`src/rtl/regfile_scoreboard.sv`:
```
// rtl/regfile_scoreboard.sv - register file with write bypass and per-register busy scoreboard
// Entry 0 has no storage: it reads as zero and can never be marked busy.
module regfile_scoreboard #(
  parameter int XLEN  = 32,
  parameter int NREGS = 32,
  parameter int NREAD = 2,
  localparam int AW   = $clog2(NREGS)
) (
  input  logic                  clk,
  input  logic                  rst_n,
  input  logic [NREAD*AW-1:0]   ra,
  output logic [NREAD*XLEN-1:0] rd,
  output logic [NREAD-1:0]      rbusy,
  input  logic                  we,
  input  logic [AW-1:0]         wa,
  input  logic [XLEN-1:0]       wd,
  input  logic                  rsv_en,
  input  logic [AW-1:0]         rsv_addr,
  input  logic                  flush,
  output logic [AW:0]           busy_cnt
);

  logic [XLEN-1:0]  regs [1:NREGS-1];
  logic [NREGS-1:1] busy_q;
  logic [NREGS-1:1] busy_nxt;
  logic [NREGS-1:0] busy_v;
  logic [AW:0]      cnt_nxt;

  assign busy_v = {busy_q, 1'b0};

  // Reserve beats flush, which beats the writeback clear.
  always_comb begin
    busy_nxt = busy_q;
    for (int r = 1; r < NREGS; r++) begin
      if (rsv_en && rsv_addr == AW'(r))
        busy_nxt[r] = 1'b1;
      else if (flush)
        busy_nxt[r] = 1'b0;
      else if (we && wa == AW'(r))
        busy_nxt[r] = 1'b0;
    end
  end

  always_comb begin
    cnt_nxt = '0;
    for (int r = 1; r < NREGS; r++)
      cnt_nxt = cnt_nxt + (AW+1)'(busy_nxt[r]);
  end

  always_ff @(posedge clk or negedge rst_n) begin
    if (!rst_n) begin
      for (int r = 1; r < NREGS; r++)
        regs[r] <= '0;
      busy_q   <= '0;
      busy_cnt <= '0;
    end else begin
      if (we && wa != '0)
        regs[wa] <= wd;
      busy_q   <= busy_nxt;
      busy_cnt <= cnt_nxt;
    end
  end

  // A register being written this cycle is forwarded and reported not busy.
  for (genvar i = 0; i < NREAD; i++) begin : g_rd
    logic [AW-1:0] a;
    logic          hit;
    assign a   = ra[i*AW +: AW];
    assign hit = we && (wa == a);
    assign rd[i*XLEN +: XLEN] = (!rst_n || a == '0) ? '0 :
                                hit ? wd : regs[a];
    assign rbusy[i] = rst_n && (a != '0) && !hit && busy_v[a];
  end

endmodule

```
`config.mk`:
```
export PLATFORM = sky130hd
export DESIGN_NAME = regfile_scoreboard
export DESIGN_NICKNAME = d
export VERILOG_FILES = /design/src/rtl/regfile_scoreboard.sv
export SDC_FILE = /design/constraint.sdc
export NUM_CORES = 2
export LEC_CHECK = 0
export ABC_AREA = 0
export CORE_MARGIN = 4
export CORE_UTILIZATION = 45
export DETAILED_ROUTE_END_ITERATION = 8
export DONT_BUFFER_PORTS = 1
export HOLD_SLACK_MARGIN = 0.02
export PLACE_DENSITY = 0.63
export SYNTH_ARGS = -nofsm -noshare
export SYNTH_HDL_FRONTEND = slang
export SYNTH_SLANG_ARGS = --single-unit
```
`constraint.sdc`:
```
create_clock -name clk -period 11.6 [get_ports clk]
set_input_delay 3.48 -clock clk [delete_from_list [all_inputs] [get_ports clk]]
set_output_delay 3.48 -clock clk [all_outputs]
set_load 0.005 [all_outputs]
```
Word-level counts from Yosys, hierarchy flattened
Index checks and enable logic that the tools add are counted.

Register bits: 1029. Bits of input ports: 57. Logic and storage cells: 328.

$add $sub $neg: 30. $lt $le $gt $ge: 6. Equality and inequality tests: 64. Muxes and demuxes: 110. Bitwise gates (word level): 3. Reduce and logical (&&, ||, !) cells: 82.

Operators by type and width (count): $bwmux 992 (1); $bmux 32 s5 (2); $mux 32 (9); $demux 32 s5 (1); $eq 5x5->1 const B (32); $add 6x1->6 (25); $mux 1 (95); $eq 5x4->1 const B (16); $logic_and 1x1->1 (72); $eq 5x3->1 const B (8); $eq 5x2->1 const B (4); $ge 6x6->1 const B (3); $not 5->6 (3); $reduce_bool 5->1 (3); $lt 5x6->1 const B (2); $bmux 1 s5 (2); $eq 5x1->1 const B (2); $eq 5x5->1 (2); $logic_not 5->1 (2); $add 5x1->6 (1); $lt 6x1->1 const B (1); $add 4x1->5 (1); $add 3x1->4 (1); $add 2x1->3 (1); 3 further kinds (6).

Longest topological paths before layout
Depth after elaboration: 35. Mapped depth: 22. Gate-level depth less buffers: 19.

Worst setup path before layout
No wires, ideal clock.

Kind: input to register. From: input wa[1]. To: register busy_cnt[4]. Setup time: 0.080 ns. Arrival: 9.346 ns. Data required time: 11.520 ns. Setup slack: 2.175 ns. Cell stages on the path: 22. Path through: clkbuf_1 > nand2_1 > or2_2 > clkbuf_1 > nor2_1 > clkbuf_1 > o32ai_1 > fa_1 > inv_1 > fa_1 > fa_1 > inv_1 > fa_1 > fa_1 > inv_1 > fa_1 > inv_1 > fa_1 > fa_1 > a21o_1 > a21oi_1 > xnor2_1.

RTL lines: start: declaration (RTL line 15) `input logic [AW-1:0] wa,`; $eq 5x5->1 (RTL line 39) `else if (we && wa == AW'(r))`; $logic_and 1x1->1 (RTL line 39); $mux 1 (RTL line 39); $mux 1 (RTL line 37) `else if (flush)`; $mux 1 (RTL line 35) `if (rsv_en && rsv_addr == AW'(r))`; net busy_nxt (one bit) (RTL line 25) `logic [NREGS-1:1] busy_nxt;`; $add 6x1->6 (10 in series) (RTL line 47) `cnt_nxt = cnt_nxt + (AW+1)'(busy_nxt[r]);`; net cnt_nxt[4] (RTL line 27) `logic [AW:0] cnt_nxt;`; end signal: assignment (RTL line 60) `busy_cnt <= cnt_nxt;`; end: declaration (RTL line 20) `output logic [AW:0] busy_cnt`.

The timed path passes the listed nets, and every way through them passes these cells. A chain may end at the register's enable or synchronous reset.

Worst setup path in the final report
From: input ra[1]. To: output rd[12].

Longest elaborated chain between the ends: 6.

RTL lines: start: declaration (RTL line 11) `input logic [NREAD*AW-1:0] ra,`; $not 5->6 (not written as such) (RTL line 71) `hit ? wd : regs[a];`; $bmux 32 s5 (RTL line 71); $mux 32 (not written as such) (2 in series) (RTL line 71); $mux 32 (RTL line 71); $mux 32 (*) (RTL line 70) `assign rd[i*XLEN +: XLEN] = (!rst_n || a == '0) ? '0 :`; end: declaration (RTL line 12) `output logic [NREAD*XLEN-1:0] rd,`.

Every way passes the cells marked *; elsewhere a longest branch is shown, timed or not. The select of a mux whose other input is x is not followed.

==> results by group <==
Run status
  – Outcome: completed

STA
  – Hold_ws: approximately 500 ps
  – Share of the clock period used by the worst path: between 80 and 90%
  – Worst clock skew on the final layout: 11.8 ps
  – Final min period: 9990 ps
  – Remaining max-slew budget at the tightest pin: approximately 18%
  – Setup violations, final: 0
  – Pin slew with the least headroom to its limit: between 1000 and 1500 ps
  – Final sum of negative setup slack: 0 ps
  – Max Fclk: ~0.1 GHz
  – Final-report hold violation count: 0
  – Final Max Slew Viols: 0
  – RSZ-0062 raised after global routing: no

Cells and area
  – Fraction of final layout cells with drive strength greater than 1: a little under half
  – Area Growth Syn to Fin: 8.41%
  – Nets: between 3000 and 4000

Critical path
  – Worst Path Buf+Inv: 2
  – Critical path arrival: 6510 ps
  – Crit-path max FO: 229
  – Path type of the worst setup path: input pin to primary output
  – Critical path's top delay family: compound AO/OA/AOI/OAI gates
  – Depth of the most critical reg-to-reg path: 17
  – Type of origin of the critical path: input pin
  – Critical register-to-register path endpoint: busy_cnt[4]
  – Crit end category: primary output
  – Crit-path max cell delay: approximately 860 ps
  – Data required time of the critical path: 8120 ps
  – R2r startpoint: busy_q[22]
  – Worst R2R Setup Slack: between 5000 and 6000 ps
  – Worst path cell trace: or2_2 -> o41ai_1 -> nor2_2 -> buf_4 -> o311ai_0 -> a31oi_1 -> buf_4
  – Crit path max-delay cell type: sky130_fd_sc_hd__o41ai_1
  – Most Frequent Cell on Critical Path: sky130_fd_sc_hd__buf_4

Logic synthesis
  – Share of the synthesized area in the top cell type: between 40 and 50%
  – Synthesized instance count: between 4000 and 5000
  – Adder-cell area share of the yosys netlist: less than 1%
  – Count of different cell masters after synthesis: 57
  – Number of storage elements in the synthesis netlist: around 1000
  – Most common cell in the netlist: sky130_fd_sc_hd__mux2_2
  – Ys Warns: 0
  – Combinational family with the most area after synthesis: multiplexers
  – Number of enable-type register cells in the synthesized netlist: 0
  – Top cells by area in the synthesized netlist: sky130_fd_sc_hd__dfrtp_1 (45%), sky130_fd_sc_hd__mux2_2 (22%), sky130_fd_sc_hd__mux4_2 (17%)
  – Post-synthesis sequential area ratio: 45.4%
  – Flip-flop cell with the highest count after synthesis: sky130_fd_sc_hd__dfrtp_1
  – Nets in the synthesized netlist: around 4100
  – Simple-gate portion of the synthesized area: under 10%
  – Xor and xnor fraction of the mapped netlist area: less than 1%
  – Largest area contributor in the synthesized netlist: sky130_fd_sc_hd__dfrtp_1
  – Combined area of all synthesized cells: approximately 57000 sq um
  – Mean post-synth cell area: between 10 and 15 sq um
  – Multiplexer area fraction after synthesis: 40.8%
  – Synth top cells by count: sky130_fd_sc_hd__mux2_2 (1094), sky130_fd_sc_hd__dfrtp_1 (1029), sky130_fd_sc_hd__mux4_2 (427)
  – Async set-reset flop share out of synthesis: between 90% and 100%
  – Compound-Gate Fraction of Synth Area: under 10%

Clock tree
  – Skew-Pair Late Insertion Delay: between 700 and 800 ps
  – CTS tree: built
  – CTS H-tree lvls: 3
  – Clock transition at path regs: 60 ps
  – Max Buffers Root-to-Sink: 3
  – Sink count of the clock tree: 1029
  – Buffer count from post-CTS setup fixing: 0
  – Cell at the root of the clock tree: sky130_fd_sc_hd__clkbuf_16
  – Post-CTS Hold Fix Bufs: 0
  – Number of resized instances in the post-cts repair step: 0
  – Number of CTS-inserted buffers: 112

Power
  – Total power consumption of the routed design: around 0.010 W
  – Leak Pwr: between 20 and 30 nW
  – Internal power summed over all cells: ~0.0076 W
  – Power per unit of standard cell area: between 150 and 200 nW/um^2
  – Switching portion of total power: 26.1%
  – Part of the power in combinational logic: 18.9%
  – VDD IR-drop max: 0.000117 V
  – Clock network fraction of design power: approximately a third
  – Net switching power of the design: between 0.002 and 0.003 W
  – Sequential share of power: 46.1%

Floorplanning
  – Full die area: 132000 sq um
  – Initial standard-cell utilization of the core: a little under half
  – Die width: 363 microns
  – Floorplan die height: 363 microns
  – Area inside the core boundary: roughly 120000 sq um
  – FP Rows: ~130
  – Io pins: approximately 130

Global route
  – Number of global-route vias before repair: about 38000
  – Tot GR Track Use: between 20 and 30%
  – Overflow left after global routing: 0
  – Pin count of the biggest net entering global routing: 307
  – First-pass GRT wire length: about 270 mm
  – Number of antenna violations at the first check in global routing: 3

Job
  – Max-capacitance violation count: 0

Worst hold path
  – Class of the most critical hold timing path: register to register
  – Worst min-delay path endpoint: regs[411]
  – Worst hold path startpoint: regs[411]
  – Depth of the worst hold-timing path: 2

Route
  – Detail-routed via count per cell: between 6 and 7
  – Per-cell routed wire length: approximately 33 microns
  – ANT nets after route: 0
  – Starting DRT DRC Count: ~3700
  – Routed Wire Length: roughly 190 mm
  – Remaining design rule violation count: 0
  – Pre-antenna DRT Iters: 5
  – Vias after detailed routing: between 30000 and 40000

Placed design
  – Half-perimeter wire length of the detailed placement result: just under 100 mm
  – Port bufs: 0
  – Routability congestion estimate from global placement: between 0.8 and 0.9
[tightest hold or removal path: cells and delay by family (launching register included)]
kind,cells,cell delay [ps]
and+or+nand+nor,1,50
AOI/OAI and AO/OA,1,60
DFF,1,360
[cells by family after synthesis]
kind of cell / Yosys count
fa+ha+maj: 30
buf+inv: 479
compound gates: 441
xor+xnor: 13
simple gates: 422
mux: 1642
flops: 1029
[area by class of cell]
class	count	area, sq um
fill	10500	63000
multi-input combinational	2548	29200
sequential	1029	25700
clock buffer	174	3340
tap	1637	2050
timing repair buffer	66	541
clock inverter	30	350
inverter	54	204
antenna	1	2.50
[power by group through the flow]
stage / logic, W / clock network [W] / registers (W)
after detailed placement: 0.00194 / 0 / 0.00481
after CTS: 0.00195 / 0.00368 / 0.00474
after global routing: 0.00210 / 0.00383 / 0.00485
final: 0.00195 / 0.00362 / 0.00476
after global placement: 0.00191 / 0 / 0.00477
after floorplan: 0.00166 / 0 / 0.00465
[worst max path at each step]
stage	start	endpoint	slack [ps]	depth (start not counted)
after floorplan	wa[1]	busy_cnt[4]	2170	22
after global placement	wa[2]	busy_cnt[4]	1850	19
after detailed placement	wa[2]	busy_cnt[4]	1810	19
after CTS	ra[1]	rd[12]	1850	7
after global routing	ra[1]	rd[8]	1640	7
final	ra[1]	rd[12]	1610	7
[layout by cell type (no fill, tap or decap), drive strengths merged, types with 50 or more instances in the layout]
cell type and count:
a21oi 73, buf 66, o21ai 66, nor2 75, dfrtp 1029, mux2 1094, mux4 427, clkbuf 174
mux2i 121, nand2 171, inv 55, nand3 50
[sequential cells by signal, summed over array words and instances, names as in the netlist]
signal / cells
busy_q: 31
regs: 992
busy_cnt: 6
[layer usage]
metal  part of all wire, %  wire length [microns]  track usage [%]
met2                    47                  86100             44.4
met4                   4.1                   7630             10.9
met3                   9.3                  17200             7.11
met1                    40                  74200             37.4
met5                     0                      0                0
[per-stage QoR]
step / cells / utilization [%] / setup slack, ps / cell area (sq um)
final: 5539 / 49.4 / 1610 / 61500
after global routing: 5538 / 49.4 / 1640 / 61500
after CTS: 5538 / 49.4 / 1850 / 61500
after detailed placement: 5334 / 46.4 / 1810 / 57800
after global placement: 5334 / 46.4 / 1850 / 57800
after floorplan: 4056 / - / 2170 / 56700
Note: power is estimated with default switching activity, not from simulation.
